`src/rtl/nn_sched_pkg.sv`:
```
// Shared types and helpers for the layer scheduler.
// The state encoding always includes ST_BIAS. It is only reachable when
// the design is built with NN_SCHED_BIAS_EN defined.
package nn_sched_pkg;

  typedef enum logic [2:0] {
    ST_IDLE = 3'd0,
    ST_CLR  = 3'd1,
    ST_MAC  = 3'd2,
    ST_WR   = 3'd3,
    ST_DONE = 3'd4,
    ST_BIAS = 3'd5
  } state_e;

  // Counter width for a range of x values, never narrower than one bit
  function automatic int max1_clog2(input int x);
    if (x <= 1) begin
      return 1;
    end else begin
      return $clog2(x);
    end
  endfunction

endpackage

```
`src/rtl/nn_wrap_counter.sv`:
```
// Modulo-MOD counter with synchronous clear and enable.
// last flags the final count value, so callers can detect the cycle
// in which an enabled increment wraps back to zero.
module nn_wrap_counter
  import nn_sched_pkg::*;
#(
  parameter int MOD = 4,
  parameter int W   = max1_clog2(MOD)
) (
  input  logic         clk,
  input  logic         nrst,
  input  logic         en,
  input  logic         clr,
  output logic [W-1:0] cnt,
  output logic         last
);

  localparam logic [W-1:0] LAST_V = W'(MOD - 1);

  // Count up on en, wrap at MOD-1, clear has priority over counting
  always_ff @(posedge clk or negedge nrst) begin
    if (!nrst) begin
      cnt <= '0;
    end else if (clr) begin
      cnt <= '0;
    end else if (en) begin
      if (cnt == LAST_V) begin
        cnt <= '0;
      end else begin
        cnt <= cnt + W'(1);
      end
    end else begin
      cnt <= cnt;
    end
  end

  assign last = (cnt == LAST_V);

endmodule

```
`src/rtl/nn_layer_scheduler.sv`:
```
// Control FSM for a multi-layer perceptron datapath with P neuron lanes.
// For each layer and each group of P neurons, it runs one clear cycle,
// then K MAC cycles, then one write-back cycle.
// Optional macro NN_SCHED_BIAS_EN adds a one-cycle BIAS state and a
// bias_en output between the last MAC cycle and write-back.
// Strobe outputs are registered state decodes. They are gated by abort
// (and mac_en also by stall) so that a same-cycle abort or stall
// suppresses them.
module nn_layer_scheduler
  import nn_sched_pkg::*;
#(
  parameter int M = 3,
  parameter int N = 4,
  parameter int K = 3,
  parameter int P = 2
) (
  input  logic                                clk,
  input  logic                                nrst,
  input  logic                                start,
  input  logic                                abort,
  input  logic                                stall,
  output logic                                busy,
  output logic                                acc_clr,
  output logic                                mac_en,
  output logic                                write_en,
  output logic                                done,
`ifdef NN_SCHED_BIAS_EN
  output logic                                bias_en,
`endif
  output logic [max1_clog2(M-1)-1:0]          layer_addr,
  output logic [max1_clog2((N+P-1)/P)-1:0]    group_addr,
  output logic [max1_clog2(K)-1:0]            in_addr,
  output logic [P-1:0]                        lane_valid
);

  localparam int G  = (N + P - 1) / P;
  localparam int LW = max1_clog2(M - 1);
  localparam int GW = max1_clog2(G);
  localparam int KW = max1_clog2(K);

`ifdef NN_SCHED_BIAS_EN
  localparam state_e AFTER_MAC = ST_BIAS;
`else
  localparam state_e AFTER_MAC = ST_WR;
`endif

  state_e state;
  state_e state_nxt;

  logic busy_q;
  logic clr_q;
  logic mac_q;
  logic wr_q;
  logic done_q;
`ifdef NN_SCHED_BIAS_EN
  logic bias_q;
`endif

  logic in_last;
  logic grp_last;
  logic lay_last;
  logic abort_act;
  logic in_en;
  logic grp_en;
  logic lay_en;

  // An abort only counts outside IDLE. It then clears all counters.
  assign abort_act = abort && (state != ST_IDLE);
  assign in_en     = (state == ST_MAC) && !stall && !abort_act;
  assign grp_en    = (state == ST_WR) && !abort_act;
  assign lay_en    = grp_en && grp_last;

  nn_wrap_counter #(.MOD(K), .W(KW)) u_in_cnt (
    .clk  (clk),
    .nrst (nrst),
    .en   (in_en),
    .clr  (abort_act),
    .cnt  (in_addr),
    .last (in_last)
  );

  nn_wrap_counter #(.MOD(G), .W(GW)) u_group_cnt (
    .clk  (clk),
    .nrst (nrst),
    .en   (grp_en),
    .clr  (abort_act),
    .cnt  (group_addr),
    .last (grp_last)
  );

  nn_wrap_counter #(.MOD(M - 1), .W(LW)) u_layer_cnt (
    .clk  (clk),
    .nrst (nrst),
    .en   (lay_en),
    .clr  (abort_act),
    .cnt  (layer_addr),
    .last (lay_last)
  );

  // Next-state selection: abort first, then stall-aware sequencing
  always_comb begin
    state_nxt = state;
    if (abort_act) begin
      state_nxt = ST_IDLE;
    end else begin
      case (state)
        ST_IDLE: begin
          if (start) state_nxt = ST_CLR;
          else       state_nxt = ST_IDLE;
        end
        ST_CLR:  state_nxt = ST_MAC;
        ST_MAC: begin
          if (!stall && in_last) state_nxt = AFTER_MAC;
          else                   state_nxt = ST_MAC;
        end
        ST_BIAS: state_nxt = ST_WR;
        ST_WR: begin
          if (grp_last && lay_last) state_nxt = ST_DONE;
          else                      state_nxt = ST_CLR;
        end
        ST_DONE: state_nxt = ST_IDLE;
        default: state_nxt = ST_IDLE;
      endcase
    end
  end

  // State register with registered per-state strobes
  always_ff @(posedge clk or negedge nrst) begin
    if (!nrst) begin
      state  <= ST_IDLE;
      busy_q <= 1'b0;
      clr_q  <= 1'b0;
      mac_q  <= 1'b0;
      wr_q   <= 1'b0;
      done_q <= 1'b0;
`ifdef NN_SCHED_BIAS_EN
      bias_q <= 1'b0;
`endif
    end else begin
      state  <= state_nxt;
      busy_q <= (state_nxt != ST_IDLE);
      clr_q  <= (state_nxt == ST_CLR);
      mac_q  <= (state_nxt == ST_MAC);
      wr_q   <= (state_nxt == ST_WR);
      done_q <= (state_nxt == ST_DONE);
`ifdef NN_SCHED_BIAS_EN
      bias_q <= (state_nxt == ST_BIAS);
`endif
    end
  end

  assign busy     = busy_q;
  assign acc_clr  = clr_q && !abort_act;
  assign mac_en   = mac_q && !stall && !abort_act;
  assign write_en = wr_q && !abort_act;
  assign done     = done_q && !abort_act;
`ifdef NN_SCHED_BIAS_EN
  assign bias_en  = bias_q && !abort_act;
`endif

  // Lane i is valid when its neuron index group_addr*P+i exists in the layer
  always_comb begin
    lane_valid = '0;
    for (int i = 0; i < P; i++) begin
      if ((int'(group_addr) * P + i) < N) lane_valid[i] = 1'b1;
      else                                lane_valid[i] = 1'b0;
    end
  end

endmodule

```
`config.mk`:
```
export PLATFORM = sky130hd
export DESIGN_NAME = nn_layer_scheduler
export DESIGN_NICKNAME = d
export VERILOG_FILES = /design/src/rtl/nn_sched_pkg.sv /design/src/rtl/nn_wrap_counter.sv /design/src/rtl/nn_layer_scheduler.sv
export SDC_FILE = /design/constraint.sdc
export NUM_CORES = 1
export LEC_CHECK = 0
export CORE_MARGIN = 4
export CORE_UTILIZATION = 25
export CTS_CLUSTER_SIZE = 12
export DETAILED_ROUTE_END_ITERATION = 7
export PLACE_DENSITY = 0.56
export RECOVER_POWER = 25
export SYNTH_ARGS = -nofsm -noshare
export SYNTH_HDL_FRONTEND = slang
export SYNTH_SLANG_ARGS = --single-unit
```
`constraint.sdc`:
```
create_clock -name clk -period 1.4 [get_ports clk]
set_input_delay 0.14 -clock clk [delete_from_list [all_inputs] [get_ports clk]]
set_output_delay 0.14 -clock clk [all_outputs]
set_load 0.03 [all_outputs]
```
# [Yosys cells after proc, flatten, opt, wreduce, memory -nomap -nowiden]
# Index checks and enable logic that the tools add are counted.
[classes] add_sub_neg=4 magnitude_cmp=2 n_eq_ne=9 mux=16 n_reduce_logical=20
[ops] cell="3-bit one-hot mux with 5 select lines" n=1
[ops] cell="3-bit by 2-bit == test with 1-bit output, second input constant" n=4
[ops] cell="1-bit logical AND" n=12
[ops] cell="1-bit two-way mux" n=10
[ops] cell="3-bit by 1-bit == test with 1-bit output, second input constant" n=2
[ops] cell="3-bit == test, second input constant" n=2
[ops] cell="2-bit two-way mux" n=3
[ops] cell="3-bit two-way mux" n=2
[ops] cell="2-bit nonzero test" n=3
[ops] cell="3-bit nonzero test" n=2
[ops] cell="2-bit by 1-bit adder with 3-bit output, second input constant" n=1
[ops] cell="3-bit zero test" n=1
[ops] cell="2-bit by 3-bit < comparator with 1-bit output, second input constant" n=1
[ops] cell="3-bit < comparator, second input constant" n=1
[ops] cell="1-bit adder, second input constant" n=2
[ops] cell="2-bit by 1-bit adder with 2-bit output, second input constant" n=1
[ops] cell="2-bit == test, second input constant" n=1
[ops] cell="1-bit zero test" n=2
[word_totals] regBits=12 input_bits=5 output_inout_bits=11 word_cells=60

# [Depth between registers and ports, before layout]
[logic_depth] word_depth=7 mapped_depth=5 depth_no_buf=4

# [Cells and area by module]
# From an unflattened synthesis, not the netlist that was laid out.
[unflattened] cells_unflattened=66 area_unflattened_um2=676.9
[modules_own_cells] mod="nn_layer_scheduler" n_inst=1 cells_each=49 area_per_inst_um2=491.7 seq_area_each_um2=200.2
[modules_own_cells] mod="nn_wrap_counter (u_in_cnt)" n_inst=1 cells_each=9 area_per_inst_um2=95.1 seq_area_each_um2=50.0
[modules_own_cells] mod="nn_wrap_counter (u_group_cnt ...)" n_inst=2 cells_each=4 area_per_inst_um2=45.0 seq_area_each_um2=25.0

# [Least setup slack after synthesis]
# Ideal clock, no wire load.
[synth_path] path_kind="reg-to-output" startpoint="register state[1]" endpoint="output mac_en" arrival_time_ns=1.627 t_required_ns=1.260 slack_ns=-0.367 stages_incl_launch_ff=4 path_buffers=1 path_cell_list="dfrtp_1 clkbuf_1 o31a_1 nor3b_1"
[synth_via] elab_chain_cells=4
[synth_rtl] element="from (decl)" line_no="nn_layer_scheduler.sv:47" rtl="state_e state;"
[synth_rtl] element="from (signal assigned)" line_no="nn_layer_scheduler.sv:140" rtl="state <= state_nxt;"
[synth_rtl] element="3-bit nonzero test" line_no="nn_layer_scheduler.sv:68" rtl="assign abort_act = abort && (state != ST_IDLE);"
[synth_rtl] element="1-bit logical AND" line_no="nn_layer_scheduler.sv:68"
[synth_rtl] element="1-bit zero test" line_no="nn_layer_scheduler.sv:154" rtl="assign mac_en = mac_q && !stall && !abort_act;"
[synth_rtl] element="1-bit logical AND" line_no="nn_layer_scheduler.sv:154"
[synth_rtl] element="to (decl)" line_no="nn_layer_scheduler.sv:24" rtl="output logic mac_en,"
# No other way between the ends.

# [Worst setup path after layout]
[layout_path] startpoint="register state[0]" endpoint="register wr_q"
[layout_via] elab_chain_cells=4 word_cells_on_any_way=10 classes_between="eq/ne: 5; mux: 2; reduce/logical: 3"
[layout_rtl] element="3-bit by 2-bit == test with 1-bit output, or another cell as far along" line_no="nn_layer_scheduler.sv:106" rtl="case (state)"
[layout_rtl] element="3-bit one-hot mux with 5 select lines or 1-bit logical AND (tied branches)" line_no="nn_layer_scheduler.sv:106, nn_layer_scheduler.sv:68"
[layout_rtl] element="3-bit two-way mux *" line_no="nn_layer_scheduler.sv:103" rtl="if (abort_act) begin"
[layout_rtl] element="net state_nxt[0]" line_no="nn_layer_scheduler.sv:48" rtl="state_e state_nxt;"
[layout_rtl] element="3-bit by 2-bit == test with 1-bit output *" line_no="nn_layer_scheduler.sv:144" rtl="wr_q <= (state_nxt == ST_WR);"
[layout_rtl] element="to (signal assigned)" line_no="nn_layer_scheduler.sv:144"
[layout_rtl] element="to (decl)" line_no="nn_layer_scheduler.sv:53" rtl="logic wr_q;"
# The timed path passes the listed nets; every way through them passes the cells marked *.
# A chain may end at the register's enable or synchronous reset.

==> metrics.md <==
| Metric | Value |
|---|---|
| Status | `finished with violations` |
| Failing checks | `setup timing` |
| Tmin final | `1.648 ns` |
| Drt total wl | `1576 um` |
| Detailed Place HPWL | `1129 um` |
| Combinational family with the most area after synthesis | `simple AND/OR/NAND/NOR gates` |
| # rows | `17` |
| # nets final | `103` |
| CP max FO | `5` |
| Count of final setup violators | `11` |
| Vias in the first global route | `591` |
| Total CTS buffers | `3` |
| Avg Cell Area, Syn | `9.716 sq um` |
| Core Box Area | `2297 sq um` |
| Kind of critical path | `reg2reg` |
| Clock Skew | `0.002312 ns` |
| Post-Syn Area | `621.8 sq um` |
| Routability cong. | `0.8178` |
| Reg2Reg Launch Point | `state[0]` |
| Mapped Cells | `64` |
| Pwr/cell area | `1799 nW/um^2` |
| Xor/xnor share of the synthesized area | `0%` |
| Vias per cell | `4.728` |
| Synthesis-stage register bit count | `12` |
| Hold Path Class | `in2async` |
| Simple-Gate Fraction of Synth Area | `27.36%` |
| Area grow syn2layout | `55.94%` |
| Share of cells above drive strength 1 | `43.30%` |
| Chip Height | `57.88 um` |
| Clock Pin Slew Worst Setup and Hold Paths | `0.08 ns` |
| Sequential share of the synthesized area | `48.29%` |
| TritonRoute pass-1 iters | `4` |
| Number of synthesized flops with an enable pin | `0` |
| Slew Limit Fails | `0` |
| Die area | `3350 sq um` |
| Hold buffer count at cts | `0` |
| Setup_tns | `-2.034 ns` |
| Post-DP Area | `890.9 sq um` |
| Post-synthesis mux area share | `1.811%` |
| FMAX | `606.6 MHz` |
| ANT cells | `0` |
| CTS tree | `built` |
| Period utilisation layout | `117.7%` |
| Worst Tran Pin Value | `0.6905 ns` |
| CTS Buffer Depth | `2` |
| Synth Area in Compound Gates | `15.69%` |
| # port buffers | `13` |
| # H-tree levels | `1` |
| Area leader, netlist | `dfrtp_1` |
| Clock Latency Late Sink | `0.28 ns` |
| Worst reg2reg setup slack | `-0.25 ns` |
| MaxCap Viol Count | `0` |
| Slew margin rel. | `53.97%` |
| RSZ-0062 raised after global routing | `true` |
| CP arrival | `1.86 ns` |
| LEAKAGE | `0.4607 nW` |
| Critical Path End Type | `flop` |
| Total GRT Usage | `10.32%` |
| RR Endpoint | `wr_q` |
| Clk root buf | `clkbuf_4` |
| Post-route antenna net violation count | `0` |
| Final Hold Slack | `0.4054 ns` |
| Main flop type after synthesis | `dfrtp_1` |
| Synth Area in Adders | `0%` |
| DRC viols | `0` |
| R2R cell count | `5` |
| Core Util, Final | `42.21%` |
| Clock Sinks | `12` |
| Cell variety after synth | `30` |
| Iter 0 DRT Violations | `11` |
| Peak VDD IR | `0.0006553 V` |
| Post-route cell area | `969.7 sq um` |
| Antenna violations before repair | `0` |
| Die Wd | `57.88 um` |
| Ports | `16` |
| First-pass GRT wire length | `2553 um` |
| Final WS setup | `-0.2484 ns` |
| Yosys warns | `0` |
| Data required time of the worst path | `1.62 ns` |
| Share of the synthesized area in the top cell type | `48.29%` |
| Post-synthesis async set-or-reset flop share | `100.0%` |
| Total power | `1.744 mW` |
| Hold Fails Final Rpt | `0` |
| Startpoint types | `flop` |
| Initial Util | `27.07%` |
| Total congestion overflow | `0` |
| Largest net degree at the start of global routing | `13` |
| Vias | `591` |
| Top cells by area, synth | `dfrtp_1 48%, and2_1 5.0%, nor2_1 4.8%, a21oi_1 3.2%, o21ai_0 3.2%` |
| Routed len/inst | `12.61 um` |
[layout make-up]
cell class / count / area (sq um)
fillers: 239 / 1328
multi-input cells: 47 / 324.1
flip-flops and latches: 12 / 302.8
repair buffers: 34 / 271.5
clock buffers: 4 / 36.28
well taps: 28 / 35.03
[power by group]
group          internal (mW)  total [mW]  switching [mW]
Combinational          0.452       0.942           0.490
Clock                  0.158       0.285           0.127
Sequential             0.455       0.517          0.0628
[worst max-delay path: stages (launching register included)]
cell	delay (ns)
dfrtp_1	0.40
buf_4	0.14
or4b_4	0.54
nor3b_2	0.19
o32a_4	0.20
and2_1	0.13
[metal layers]
layer / up-vias / GRT usage [%] / wire, um
li1: 290 / - / -
met5: - / 0 / 0
met3: 4 / 2.227 / 96
met2: 18 / 16.29 / 747
met4: 0 / 7.947 / 47
met1: 279 / 12.09 / 684
[how the worst max path moves through the flow]
stage | from | to | slack, ns | cells past startpoint
5_1_grt | state[2] | mac_en | -0.31 | 4
4_1_cts | state[0] | wr_q | -0.25 | 5
6_report | state[0] | wr_q | -0.25 | 5
2_1_floorplan | u_group_cnt.cnt | busy | -0.14 | 4
3_3_place_gp | start | busy | -0.27 | 5
3_5_place_dp | stall | clr_q | -0.29 | 5
[Yosys cell counts (all sizes together), types with 2 or more instances]
cell type / n
nor2: 8
o21ai: 4
nor3b: 3
clkbuf: 2
a21oi: 4
dfrtp: 12
and2: 5
nand2: 3
buf: 4
nor3: 2
[cells by family (layout without fill, tap and decap cells)]
| family | after synthesis | count (layout) |
|---|---|---|
| other | 1 | 2 |
| AO/OA/AOI/OAI | 15 | 15 |
| multiplexers | 1 | 1 |
| AND/OR/NAND/NOR | 29 | 29 |
| flip-flops | 12 | 12 |
| buffers and inverters | 6 | 38 |
[sequential cells by signal (all words and copies together), names as in the netlist]
name             count
u_in_cnt.cnt         2
done_q               1
u_layer_cnt.cnt      1
wr_q                 1
mac_q                1
busy                 1
u_group_cnt.cnt      1
state                3
clr_q                1
[what timing repair did]
item | CTS | global route
resized for setup | 8 | 3
gates cloned | 0 | 0
hold endpoints to repair | 0 | 0
pin swaps | 1 | 0
setup endpoints to repair | 16 | 12
buffers inserted | 4 | 0
[stage by stage]
stage / setup slack, ns / instances
3_3_place_gp: -0.2650 / 117
3_5_place_dp: -0.2898 / 117
2_1_floorplan: -0.1381 / 65
6_report: -0.2484 / 125
4_1_cts: -0.2501 / 125
5_1_grt: -0.3056 / 125
[cell usage in the layout, fill, tap and decap left out, types with 2 or more instances in the layout]
cell type	instances
dfrtp_1	10
nand2_1	2
dfrtp_2	2
clkdlybuf4s50_1	3
and2_1	5
dlygate4sd2_1	5
o21ai_0	4
nor2_1	6
nor2_2	2
conb_1	2
a21oi_1	3
buf_4	23
clkbuf_4	3
nor3b_2	2
(Power assumes the default switching activity.)
